$ cat src/rtl/temporal_pkg.sv
// Shared definitions for the race-logic encoder, decoder and temporal operators.
package temporal_pkg;

  localparam int unsigned GAMMA_DEFAULT  = 16;
  localparam int unsigned PULSE_DEFAULT  = 8;
  localparam int unsigned SLOT_W_DEFAULT = $clog2(GAMMA_DEFAULT);

  // Slot index within a gamma cycle for the default configuration.
  typedef logic [SLOT_W_DEFAULT-1:0] gamma_slot_t;

  // A spike time at or beyond the gamma cycle length never fires: "infinity".
  function automatic logic is_inf(input logic [31:0] value,
                                  input int unsigned gamma_cycle_width);
    return value >= gamma_cycle_width;
  endfunction

endpackage

$ cat src/rtl/gamma_counter.sv
// Gamma-cycle slot counter: free-runs 0..GAMMA_CYCLE_WIDTH-1 while enabled,
// flags the upcoming slot-0 entry and drives the registered gamma reset strobe.
module gamma_counter
  import temporal_pkg::*;
#(
  parameter  int unsigned GAMMA_CYCLE_WIDTH = GAMMA_DEFAULT,
  localparam int unsigned SLOT_WIDTH        = $clog2(GAMMA_CYCLE_WIDTH)
) (
  input  logic                  aclk,
  input  logic                  grst_n,
  input  logic                  en,
  output logic [SLOT_WIDTH-1:0] slot,
  output logic                  wrap_next,
  output logic                  gamma_rst
);

  localparam logic [SLOT_WIDTH-1:0] LAST_SLOT = SLOT_WIDTH'(GAMMA_CYCLE_WIDTH - 1);

  // High once the counter is live; the first enabled edge enters slot 0.
  logic running;

  // Next edge enters slot 0: either the cycle wraps or the counter starts up.
  assign wrap_next = en & (~running | (slot == LAST_SLOT));

  // Slot counter with run flag and registered slot-0 strobe.
  always_ff @(posedge aclk or negedge grst_n) begin
    // NOTE: state registers use non-blocking assignments so every flop samples
    // pre-edge values; blocking here would create order-dependent simulation.
    if (!grst_n) begin
      slot      <= '0;
      running   <= 1'b0;
      gamma_rst <= 1'b0;
    end else if (en) begin
      slot      <= wrap_next ? '0 : slot + 1'b1;
      running   <= 1'b1;
      gamma_rst <= wrap_next;
    end else begin
      slot      <= '0;
      running   <= 1'b0;
      gamma_rst <= 1'b0;
    end
  end

endmodule

$ cat src/rtl/temporal_encoder.sv
// Binary-to-race-logic encoder: accepts a spike time over valid/ready,
// stages it, and emits one truncated pulse per gamma cycle at that offset.
module temporal_encoder
  import temporal_pkg::*;
#(
  parameter  int unsigned GAMMA_CYCLE_WIDTH = GAMMA_DEFAULT,
  parameter  int unsigned PULSE_WIDTH       = PULSE_DEFAULT,
  parameter  int unsigned VALUE_WIDTH       = $clog2(GAMMA_CYCLE_WIDTH) + 1,
  localparam int unsigned SLOT_WIDTH        = $clog2(GAMMA_CYCLE_WIDTH)
) (
  input  logic                   aclk,
  input  logic                   grst_n,
  input  logic                   en,
  input  logic                   in_valid,
  output logic                   in_ready,
  input  logic [VALUE_WIDTH-1:0] in_value,
  output logic                   gamma_rst,
  output logic                   spike,
  output logic                   underrun
);

  localparam logic [VALUE_WIDTH-1:0] INF_VALUE = VALUE_WIDTH'(GAMMA_CYCLE_WIDTH);

  logic [SLOT_WIDTH-1:0]  slot;
  logic [SLOT_WIDTH-1:0]  slot_next;
  logic                   wrap_next;
  logic                   stage_full;
  logic [VALUE_WIDTH-1:0] stage_value;
  logic [VALUE_WIDTH-1:0] active_value;
  logic [VALUE_WIDTH-1:0] active_next;
  logic [VALUE_WIDTH:0]   pulse_end;
  logic                   transfer;
  logic                   spike_next;

  gamma_counter #(
    .GAMMA_CYCLE_WIDTH (GAMMA_CYCLE_WIDTH)
  ) u_gamma_counter (
    .aclk      (aclk),
    .grst_n    (grst_n),
    .en        (en),
    .slot      (slot),
    .wrap_next (wrap_next),
    .gamma_rst (gamma_rst)
  );

  // Ready depends only on flop state, so no in_valid -> in_ready path exists.
  assign in_ready = ~stage_full;
  assign transfer = in_valid & ~stage_full;

  // Spike time that will be in force after the next edge.
  always_comb begin
    // NOTE: default assignment first so every path drives the signal and no latch is inferred.
    active_next = active_value;
    if (wrap_next) begin
      active_next = stage_full ? stage_value : INF_VALUE;
    end
  end

  // Slot the counter is about to enter; only meaningful while en is high.
  assign slot_next = wrap_next ? '0 : slot + 1'b1;

  // Pulse end computed one bit wider so t+PULSE_WIDTH never wraps.
  assign pulse_end = (VALUE_WIDTH+1)'(active_next) + (VALUE_WIDTH+1)'(PULSE_WIDTH);

  // The slot counter never exceeds GAMMA_CYCLE_WIDTH-1, so truncation at the
  // gamma boundary falls out of the window compare.
  assign spike_next = en
                    & ~is_inf(32'(active_next), GAMMA_CYCLE_WIDTH)
                    & (VALUE_WIDTH'(slot_next) >= active_next)
                    & ((VALUE_WIDTH+1)'(slot_next) < pulse_end);

  // Staging and active registers: boundary load empties staging, a
  // simultaneous transfer refills it with the new word.
  always_ff @(posedge aclk or negedge grst_n) begin
    if (!grst_n) begin
      stage_full   <= 1'b0;
      // NOTE: data registers are reset too; the cost is small and a reset
      // then leaves nothing stale that could be mistaken for a real value.
      stage_value  <= '0;
      active_value <= INF_VALUE;
    end else begin
      active_value <= active_next;
      stage_full   <= wrap_next ? transfer : (stage_full | transfer);
      if (transfer) begin
        stage_value <= in_value;
      end
    end
  end

  // Registered spike and underrun outputs so race logic sees no glitches.
  always_ff @(posedge aclk or negedge grst_n) begin
    if (!grst_n) begin
      spike    <= 1'b0;
      underrun <= 1'b0;
    end else begin
      spike    <= spike_next;
      underrun <= wrap_next & ~stage_full;
    end
  end

endmodule

$ cat config.mk
export PLATFORM = sky130hd
export DESIGN_NAME = temporal_encoder
export DESIGN_NICKNAME = d
export VERILOG_FILES = /design/src/rtl/temporal_pkg.sv /design/src/rtl/gamma_counter.sv /design/src/rtl/temporal_encoder.sv
export SDC_FILE = /design/constraint.sdc
export NUM_CORES = 1
export LEC_CHECK = 0
export CAP_MARGIN = 10
export CORE_UTILIZATION = 45
export DETAILED_ROUTE_END_ITERATION = 7
export PLACE_DENSITY = 0.68
export SLEW_MARGIN = 10
export SYNTH_ARGS = -nofsm -noshare
export SYNTH_HDL_FRONTEND = slang
export SYNTH_HIERARCHICAL = 1
export SYNTH_SLANG_ARGS = --single-unit
$ cat constraint.sdc
create_clock -name aclk -period 2.3 [get_ports aclk]
set_input_delay 0.46 -clock aclk [delete_from_list [all_inputs] [get_ports aclk]]
set_output_delay 0.46 -clock aclk [all_outputs]
set_load 0.05 [all_outputs]
==> results of run 1 <==
worst max-delay path: stages:
cell and delay (ps):
clkdlybuf4s50_1 480, a21boi_4 290, nand3_1 110, o21ai_1 110, inv_1 90, ha_4 210, and2b_1 150, o21ai_1 110
or4b_1 440, a31oi_1 170
cell families (layout without fill, tap and decap cells):
kind of cell               after synthesis  after routing  share of synthesized area
DFF                                     19             19                      0.530
muxes                                    5              5                     0.0612
AOI/OAI and AO/OA                       12             12                     0.0849
and+or+nand+nor                         26             26                      0.171
buffers and inverters                   12             38                     0.0542
adders and majority gates                5              5                     0.0695
xor gates and xnor gates                 3              3                     0.0292
cell type report:
class | instances | area, um2 | share of cell area
Inverter | 9 | 33.8 | 0.0277
Timing Repair Buffer | 25 | 218 | 0.179
Clock buffer | 3 | 22.5 | 0.0185
Multi-Input combinational cell | 51 | 432 | 0.354
Clock inverter | 1 | 5.00 | 0.00411
Tap cell | 25 | 31.3 | 0.0257
Sequential cell | 19 | 477 | 0.391
routing by layer:
metal / track usage / vias up / routed length (um)
met3: 0.0353 / 4 / 53
li1: - / 325 / -
met1: 0.239 / 312 / 771
met4: 0.103 / 0 / 38
met5: 0 / - / 0
met2: 0.267 / 11 / 735
cells in the mapped netlist, drive strengths merged:
cell type  count  area share
xnor2          2       0.019
nand3b         1      0.0083
clkbuf         1      0.0056
a21boi         2       0.017
nor3b          1      0.0083
inv            9       0.038
dfstp          1       0.029
dfrtp         18        0.50
nor2b          3       0.024
nand2          3       0.013
a21o           1      0.0083
mux2           4       0.050
buf            2       0.011
or3b           1      0.0097
ha             5       0.070
o22ai          1      0.0070
or2            1      0.0070
o2bb2ai        1      0.0097
a31oi          1      0.0070
or4b           1       0.011
xor2           1      0.0097
o21ai          5       0.028
mux2i          1       0.011
o21bai         1      0.0083
nand3          7       0.050
nor2           7       0.032
and2b          1      0.0083
power by group:
| group | internal [mW] | switching, mW |
|---|---|---|
| Combinational | 0.131 | 0.128 |
| Clock | 0.0648 | 0.107 |
| Sequential | 0.406 | 0.0394 |
timing repair:
item                       4_1_cts  5_1_grt
resized for setup                1        5
buffers inserted                 0        1
pin swaps                        0        6
hold buffers                     0        0
setup endpoints to repair        1        1
state kept, by name, indices dropped and copies added, names as in the netlist:
name / cells
active_value: 5
underrun: 1
u_gamma_counter/slot: 4
u_gamma_counter/gamma_rst: 1
spike: 1
stage_full: 1
u_gamma_counter/running: 1
stage_value: 5
through the flow:
step           worst slack [ps]  setup TNS [ps]  area, um2  power [mW]
5_1_grt                    -200            -200       1220       0.939
4_1_cts                   -78.7           -78.7       1180       0.872
2_1_floorplan             -96.8           -96.8        925       0.609
6_report                  -90.3           -90.3       1220       0.877
3_5_place_dp               -390            -390       1140       0.700
3_3_place_gp               -330            -330       1140       0.690
worst max path at each step:
stage / slack [ps] / end / depth (start not counted) / start
3_3_place_gp: -330 / spike / 10 / en
6_report: -90 / spike / 10 / en
2_1_floorplan: -100 / spike / 12 / u_gamma_counter/slot[0]
4_1_cts: -80 / spike / 11 / u_gamma_counter/slot[1]
3_5_place_dp: -390 / spike / 10 / en
5_1_grt: -200 / spike / 10 / u_gamma_counter/slot[0]
==> results.sh, run 1 <==
export IMPL_status="finished, violations left"
export IMPL_violations="negative setup slack"
export IMPL_std_cell_rows=15
export IMPL_startpoint_type="input pin"
export IMPL_routed_via_density=4.90
export IMPL_coreArea_um2=1800
export IMPL_holdCritPathClass="in2async"
export IMPL_hold_slack_ps=474
export IMPL_clk_path_buf_depth=2
export IMPL_initial_core_util=0.499
export IMPL_rsz0062_at_grt="true"
export IMPL_worst_slew_pin_slew_ps=497
export IMPL_synth_distinct_cells=32
export IMPL_min_period_ps=2390
export IMPL_worstSetupEndpointType="register"
export IMPL_rrSetupSlack_ps=-70
export IMPL_dpl_hpwl_um=1180
export IMPL_fin_util=0.676
export IMPL_avgSynthCellArea_um2=11.0
export IMPL_clk_latency_ps=300
export IMPL_final_cells=133
export IMPL_chipWidth_um=46.7
export IMPL_crit_required_ps=2530
export IMPL_gp_congestion=0.829
export IMPL_drive_above_1_share=0.306
export IMPL_drt_iter0_markers=10
export IMPL_vias=652
export IMPL_drtPass1Iterations=2
export IMPL_avgRoutedWirePerCell_um=12.0
export IMPL_worst_slack_ps=-90.3
export IMPL_cts_tree="yes"
export IMPL_crit_fanout=8
export IMPL_n_fill_cell=147
export IMPL_cts_buffers=3
export IMPL_antenna_found_initial=0
export IMPL_placed_cells=128
export IMPL_die_y_um=46.7
export IMPL_worstPathArrival_ps=2620
export IMPL_critical_path_class="in2reg"
export IMPL_period_share=1.04
export IMPL_drtAntennaViolNets=0
export IMPL_fmax_ghz=0.418
export IMPL_ir_drop_v=0.000620
export IMPL_synth_nets=96
export IMPL_hold_viol=0
export IMPL_slew_limit_headroom=0.668
export IMPL_io_buffers=12
export IMPL_layout_commonest_cell="dfrtp_1"
export IMPL_grt_overflow=0
export IMPL_final_setup_viol_count=1
export IMPL_p_leak_nw=0.552
export IMPL_drv_cap=0
export IMPL_powerDensity_nw_per_um2=719
export IMPL_ios=13
export IMPL_cts_sinks=19
export IMPL_yosysSeqAreaShare=0.530
export IMPL_synth_seq_cells=19
export IMPL_grt_util_all_layers=0.178
export IMPL_skew_ps=3.97
export IMPL_netlist_area_um2=900
export IMPL_r2r_start="u_gamma_counter/slot[0]"
export IMPL_wirelength_um=1600
export IMPL_synth_warnings=6
export IMPL_htreeDepth=1
export IMPL_r2r_cells=11
export IMPL_grt_max_degree=20
export IMPL_final_cell_mix="dfrtp_1, buf_4, clkdlybuf4s50_1"
export IMPL_nNetsFinal=123
export IMPL_grt_pass1_wl_um=2620
export IMPL_dieArea_um2=2180
export IMPL_slew_violations=0
export IMPL_cts_root_buf="clkbuf_4"
export IMPL_cts_clk_slew_worst_paths_ps=110
export IMPL_area_delta_synth_final_pct=35.5
export IMPL_antenna_cells=0
export IMPL_detail_route_drc_violations=0
export IMPL_grt_pass1_vias=612
export IMPL_r2r_end="spike"
export IMPL_synthCells=82
Note: power is estimated with default switching activity, not from simulation.
==> run 2: changes to the inputs <==
- DONT_BUFFER_PORTS: default -> 1
- PLACE_DENSITY: 0.68 -> 0.59
==> run 2 against run 1 <==
Against the previous run: flip-flop and latch count is the same; critical endpoint unchanged; sequential power grew 5.8%; the run still ends with negative setup slack left; register-to-register slack is essentially flat; power grew 5.1%; highest routed layer unchanged; combinational power grew 8.8%; clock power shrank 3%; utilization shrank 0.62 points; die area is the same; worst setup slack gained 24 ps; largest cell class is now multi-input gates; worst hold slack lost 290 ps.
==> results.sh, run 2 (synthesized netlist as in run 1, its figures left out) <==
export IMPL_status="finished, violations left"
export IMPL_violations="negative setup slack"
export IMPL_io_buffers=0
export IMPL_ios=13
export IMPL_critical_path_class="reg2reg"
export IMPL_die_y_um=46.7
export IMPL_std_cell_rows=15
export IMPL_drt_iter0_markers=2
export IMPL_seqCellArea_um2=477
export IMPL_clk_path_buf_depth=2
export IMPL_grt_pass1_wl_um=2450
export IMPL_gp_congestion=0.733
export IMPL_holdCritPathClass="in2reg"
export IMPL_worst_slack_ps=-66.0
export IMPL_period_share=1.03
export IMPL_p_leak_nw=0.546
export IMPL_hold_viol=0
export IMPL_dr_wl_met2_um=749
export IMPL_drtPass1Iterations=2
export IMPL_antenna_cells=0
export IMPL_final_setup_viol_count=1
export IMPL_grt_pass1_vias=566
export IMPL_cts_tree="yes"
export IMPL_crit_chain="ha_2, nand3_4, a21boi_4, buf_12, buf_6, o21ai_4, inv_2, ha_4, and2b_1, o21ai_1, or4b_1, a31oi_1"
export IMPL_chipWidth_um=46.7
export IMPL_fin_util=0.670
export IMPL_crit_required_ps=2520
export IMPL_total_power_uw=922
export IMPL_cp_num_buf_inv=3
export IMPL_layout_commonest_cell="dfrtp_1"
export IMPL_detail_route_drc_violations=0
export IMPL_critPathMaxStageDelay_ps=430
export IMPL_slowest_stage="or4b_1"
export IMPL_cts_buffers=3
export IMPL_drtAntennaViolNets=0
export IMPL_dieArea_um2=2180
export IMPL_coreArea_um2=1800
export IMPL_area_delta_synth_final_pct=34.2
export IMPL_vias=618
export IMPL_slew_violations=0
export IMPL_initial_core_util=0.499
export IMPL_final_cell_mix="dfrtp_1, buf_4, inv_1"
export IMPL_routed_via_density=4.98
export IMPL_startpoint_type="register"
export IMPL_place_ws_ps=-84.0
export IMPL_skew_ps=13.0
export IMPL_n_fill_cell=147
export IMPL_ir_drop_v=0.000519
export IMPL_drv_cap=0
export IMPL_grt_max_degree=20
export IMPL_drt_met1_wl_um=755
export IMPL_top_regs="active_value x5, stage_value x5, u_gamma_counter/slot x4"
export IMPL_rsz0062_at_grt="true"
export IMPL_cts_root_buf="clkbuf_4"
export IMPL_worstSetupEndpointType="register"
export IMPL_rrSetupSlack_ps=-70
export IMPL_top_layer_used="met4"
export IMPL_met3_length_um=66
export IMPL_worstPathArrival_ps=2580
export IMPL_nNetsFinal=114
export IMPL_fmax_ghz=0.423
export IMPL_slew_limit_headroom=0.453
export IMPL_drive_above_1_share=0.434
export IMPL_dpl_hpwl_um=1100
export IMPL_grt_util_all_layers=0.171
export IMPL_crit_fanout=7
export IMPL_wirelength_um=1600
export IMPL_crit_family="simple AND/OR/NAND/NOR gates"
export IMPL_cts_clk_slew_worst_paths_ps=110
export IMPL_htreeDepth=1
export IMPL_powerDensity_nw_per_um2=763
export IMPL_min_period_ps=2370
export IMPL_cts_sinks=19
export IMPL_grt_overflow=0
export IMPL_avgRoutedWirePerCell_um=12.9
export IMPL_clk_latency_ps=300
export IMPL_worst_slew_pin_slew_ps=818
export IMPL_antenna_found_initial=0
export IMPL_multi_input_area_um2=492
run 2: through the flow:
stage          cells  area [um2]  TNS [ps]  hold WS [ps]
6_report         124        1210     -66.0           186
5_1_grt          124        1210      -238           158
3_5_place_dp     114        1010     -84.0           165
2_1_floorplan     82         925     -96.8           164
4_1_cts          120        1070      -129           175
3_3_place_gp     114        1010     -48.6           165
run 2: where the power goes:
group | switching (mW) | internal (mW) | leakage, nW
Combinational | 0.131 | 0.152 | 0.288
Sequential | 0.0660 | 0.405 | 0.240
Clock | 0.102 | 0.0649 | 0.0177
run 2: path summary, 6_finish.rpt:
| kind | startpoint | to | depth (start not counted) |
|---|---|---|---|
| max in group asynchronous | grst_n | u_gamma_counter/slot[3] | 1 |
| worst min-delay path | en | u_gamma_counter/running | 0 |
| worst min register to register | stage_value[3] | stage_value[3] | 1 |
| worst max register to register | u_gamma_counter/slot[0] | spike | 12 |
| min in group asynchronous | grst_n | active_value[3] | 1 |
| worst max-delay path | u_gamma_counter/slot[0] | spike | 12 |
run 2: layout make-up:
| cell class | instances | area share |
|---|---|---|
| clock inverter | 1 | 0.00415 |
| tap | 25 | 0.0259 |
| sequential | 19 | 0.395 |
| timing repair buffer | 16 | 0.121 |
| inverter | 9 | 0.0280 |
| multi-input combinational | 51 | 0.407 |
| clock buffer | 3 | 0.0187 |
run 2: worst register-to-register path, delay by kind of cell, from the launching register on:
| kind | cells | cell delay (ps) |
|---|---|---|
| and+or+nand+nor | 3 | 650 |
| adders and majority gates | 2 | 420 |
| DFF | 1 | 400 |
| buffers and inverters | 3 | 320 |
| AOI/OAI and AO/OA | 4 | 480 |
run 2: per-layer routing:
metal / vias up / global-route usage
li1: 308 / -
met1: 294 / 0.200
met2: 11 / 0.261
met3: 5 / 0.0824
met4: 0 / 0.0857
met5: - / 0
run 2: timing repair:
| item | 4_1_cts | 5_1_grt |
|---|---|---|
| hold endpoints to repair | 19 | 0 |
| setup endpoints to repair | 1 | 1 |
| buffers inserted | 1 | 4 |
| resized for setup | 4 | 18 |
| hold buffers | 1 | 0 |
| pin swaps | 1 | 10 |
==> run 3: changes to the inputs <==
- PLACE_DENSITY: 0.59 -> 0.63
- clock period: 2.3 -> 2.68 ns (I/O delays scaled with it)
==> run 3 against run 2 <==
Against the previous run: critical path depth stayed put; flip-flop and latch count stayed put; first-iteration DRC count stayed put; the flow now finishes without violations.
==> results.sh, run 3 (synthesized netlist as in run 1, its figures left out) <==
export IMPL_pwr_share_comb=0.239
export IMPL_n_fill_cell=179
export IMPL_cts_root_buf="clkbuf_4"
export IMPL_drt_iter0_markers=2
export IMPL_intPower_uw=482
export IMPL_power_switching_share=0.317
export IMPL_routed_via_density=5.12
export IMPL_min_period_ps=2450
export IMPL_chipWidth_um=46.7
export IMPL_slew_violations=0
export IMPL_htreeDepth=1
export IMPL_initial_core_util=0.499
export IMPL_ir_drop_v=0.000432
export IMPL_drive_above_1_share=0.278
export IMPL_grt_max_degree=19
export IMPL_cts_tree="yes"
export IMPL_rsz0062_at_grt="false"
export IMPL_layout_commonest_cell="dfrtp_1"
export IMPL_drv_cap=0
export IMPL_clkPwrFrac=0.203
export IMPL_sequentialPowerShare=0.558
export IMPL_final_setup_viol_count=0
export IMPL_avgRoutedWirePerCell_um=13.0
export IMPL_vias=589
export IMPL_critical_path_class="reg2reg"
export IMPL_fmax_ghz=0.408
export IMPL_worst_slew_pin_slew_ps=810
export IMPL_nNetsFinal=105
export IMPL_worstSetupEndpointType="register"
export IMPL_grt_pass1_wl_um=2460
export IMPL_powerDensity_nw_per_um2=687
export IMPL_io_buffers=0
export IMPL_grt_overflow=0
export IMPL_r2r_start="u_gamma_counter/slot[1]"
export IMPL_antenna_found_initial=0
export IMPL_grt_pass1_vias=559
export IMPL_status="finished, final reports clean"
export IMPL_dieArea_um2=2180
export IMPL_drtAntennaViolNets=0
export IMPL_cts_buffers=3
export IMPL_crit_fanout=6
export IMPL_dpl_hpwl_um=980
export IMPL_r2r_end="spike"
export IMPL_period_share=0.914
export IMPL_startpoint_type="register"
export IMPL_final_cell_mix="dfrtp_1, inv_1, nor2_1"
export IMPL_clk_path_buf_depth=2
export IMPL_gp_congestion=0.699
export IMPL_top_regs="active_value x5, stage_value x5, u_gamma_counter/slot x4"
export IMPL_drtPass1Iterations=5
export IMPL_cts_clk_slew_worst_paths_ps=110
export IMPL_timing_setup_tns_ps=0
export IMPL_crit_required_ps=2900
export IMPL_worstPathArrival_ps=2670
export IMPL_p_sw_uw=223
export IMPL_clk_latency_ps=300
export IMPL_seqCellArea_um2=477
export IMPL_hold_slack_ps=62.1
export IMPL_std_cell_rows=15
export IMPL_r2r_cells=12
export IMPL_slew_limit_headroom=0.459
export IMPL_ios=13
export IMPL_antenna_cells=0
export IMPL_detail_route_drc_violations=0
export IMPL_area_delta_synth_final_pct=14.2
export IMPL_p_leak_nw=0.473
export IMPL_wirelength_um=1500
export IMPL_die_y_um=46.7
export IMPL_multi_input_area_um2=402
export IMPL_grt_util_all_layers=0.167
export IMPL_skew_ps=7.68
export IMPL_cts_sinks=19
export IMPL_holdCritPathClass="in2async"
export IMPL_rrSetupSlack_ps=230
export IMPL_hold_viol=0
export IMPL_coreArea_um2=1800
run 3: power groups by stage:
stage / Sequential, mW / Clock [mW] / Combinational (mW)
floorplan: 0.385 / 0 / 0.134
global placement: 0.397 / 0 / 0.142
detailed placement: 0.400 / 0 / 0.144
CTS: 0.393 / 0.150 / 0.155
global route: 0.404 / 0.166 / 0.192
finish: 0.394 / 0.143 / 0.169
run 3: timing repair:
action                                  in CTS  in global routing
hold endpoints to repair                    18                  0
endpoints found under the setup margin       0                  1
gates resized for setup                      0                  8
buffers inserted                             0                  3
hold buffers                                 1                  0
run 3: worst max-delay path by stage:
stage                            start     to  slack [ps]  cells after the start
3_5_place_dp   u_gamma_counter/slot[1]  spike         100                     12
6_report       u_gamma_counter/slot[1]  spike         230                     12
5_1_grt        u_gamma_counter/slot[1]  spike          30                     11
4_1_cts        u_gamma_counter/slot[1]  spike          40                     12
2_1_floorplan  u_gamma_counter/slot[0]  spike          90                     12
3_3_place_gp   u_gamma_counter/slot[1]  spike         130                     12
run 3: per-stage QoR:
stage                     std cells  power, mW  cell area, um2   util  worst slack [ps]
after floorplan                  82      0.519             900      -              94.5
after global placement          106      0.539             931  0.517               133
after detailed placement        106      0.544             931  0.517              97.6
after CTS                       111      0.699             968  0.538              41.2
after global routing            115      0.762            1030  0.570              31.6
final                           115      0.706            1030  0.570               231
run 3: per-layer routing:
metal / up-vias / part of all wire / track usage
met5: - / 0 / 0
met4: 0 / 0.013 / 0.0857
met3: 4 / 0.035 / 0.0353
met2: 12 / 0.46 / 0.272
met1: 284 / 0.49 / 0.208
li1: 289 / - / -
run 3: cell type report:
cell class | count | area share
Timing Repair Buffer | 7 | 0.0548
Inverter | 9 | 0.0329
Sequential cell | 19 | 0.464
Tap cell | 25 | 0.0305
Clock inverter | 1 | 0.00487
Multi-Input combinational cell | 51 | 0.391
Clock buffer | 3 | 0.0219
run 3: worst max-delay path, cell delays in order (launching register included):
cell and delay (ps):
dfrtp_1 420, ha_2 210, nand3_2 80, a21boi_2 190, buf_6 150, nand3_1 80, o21ai_2 80, inv_1 90
ha_4 240, and2b_1 150, o21ai_1 90, or4b_1 440, a31oi_1 170
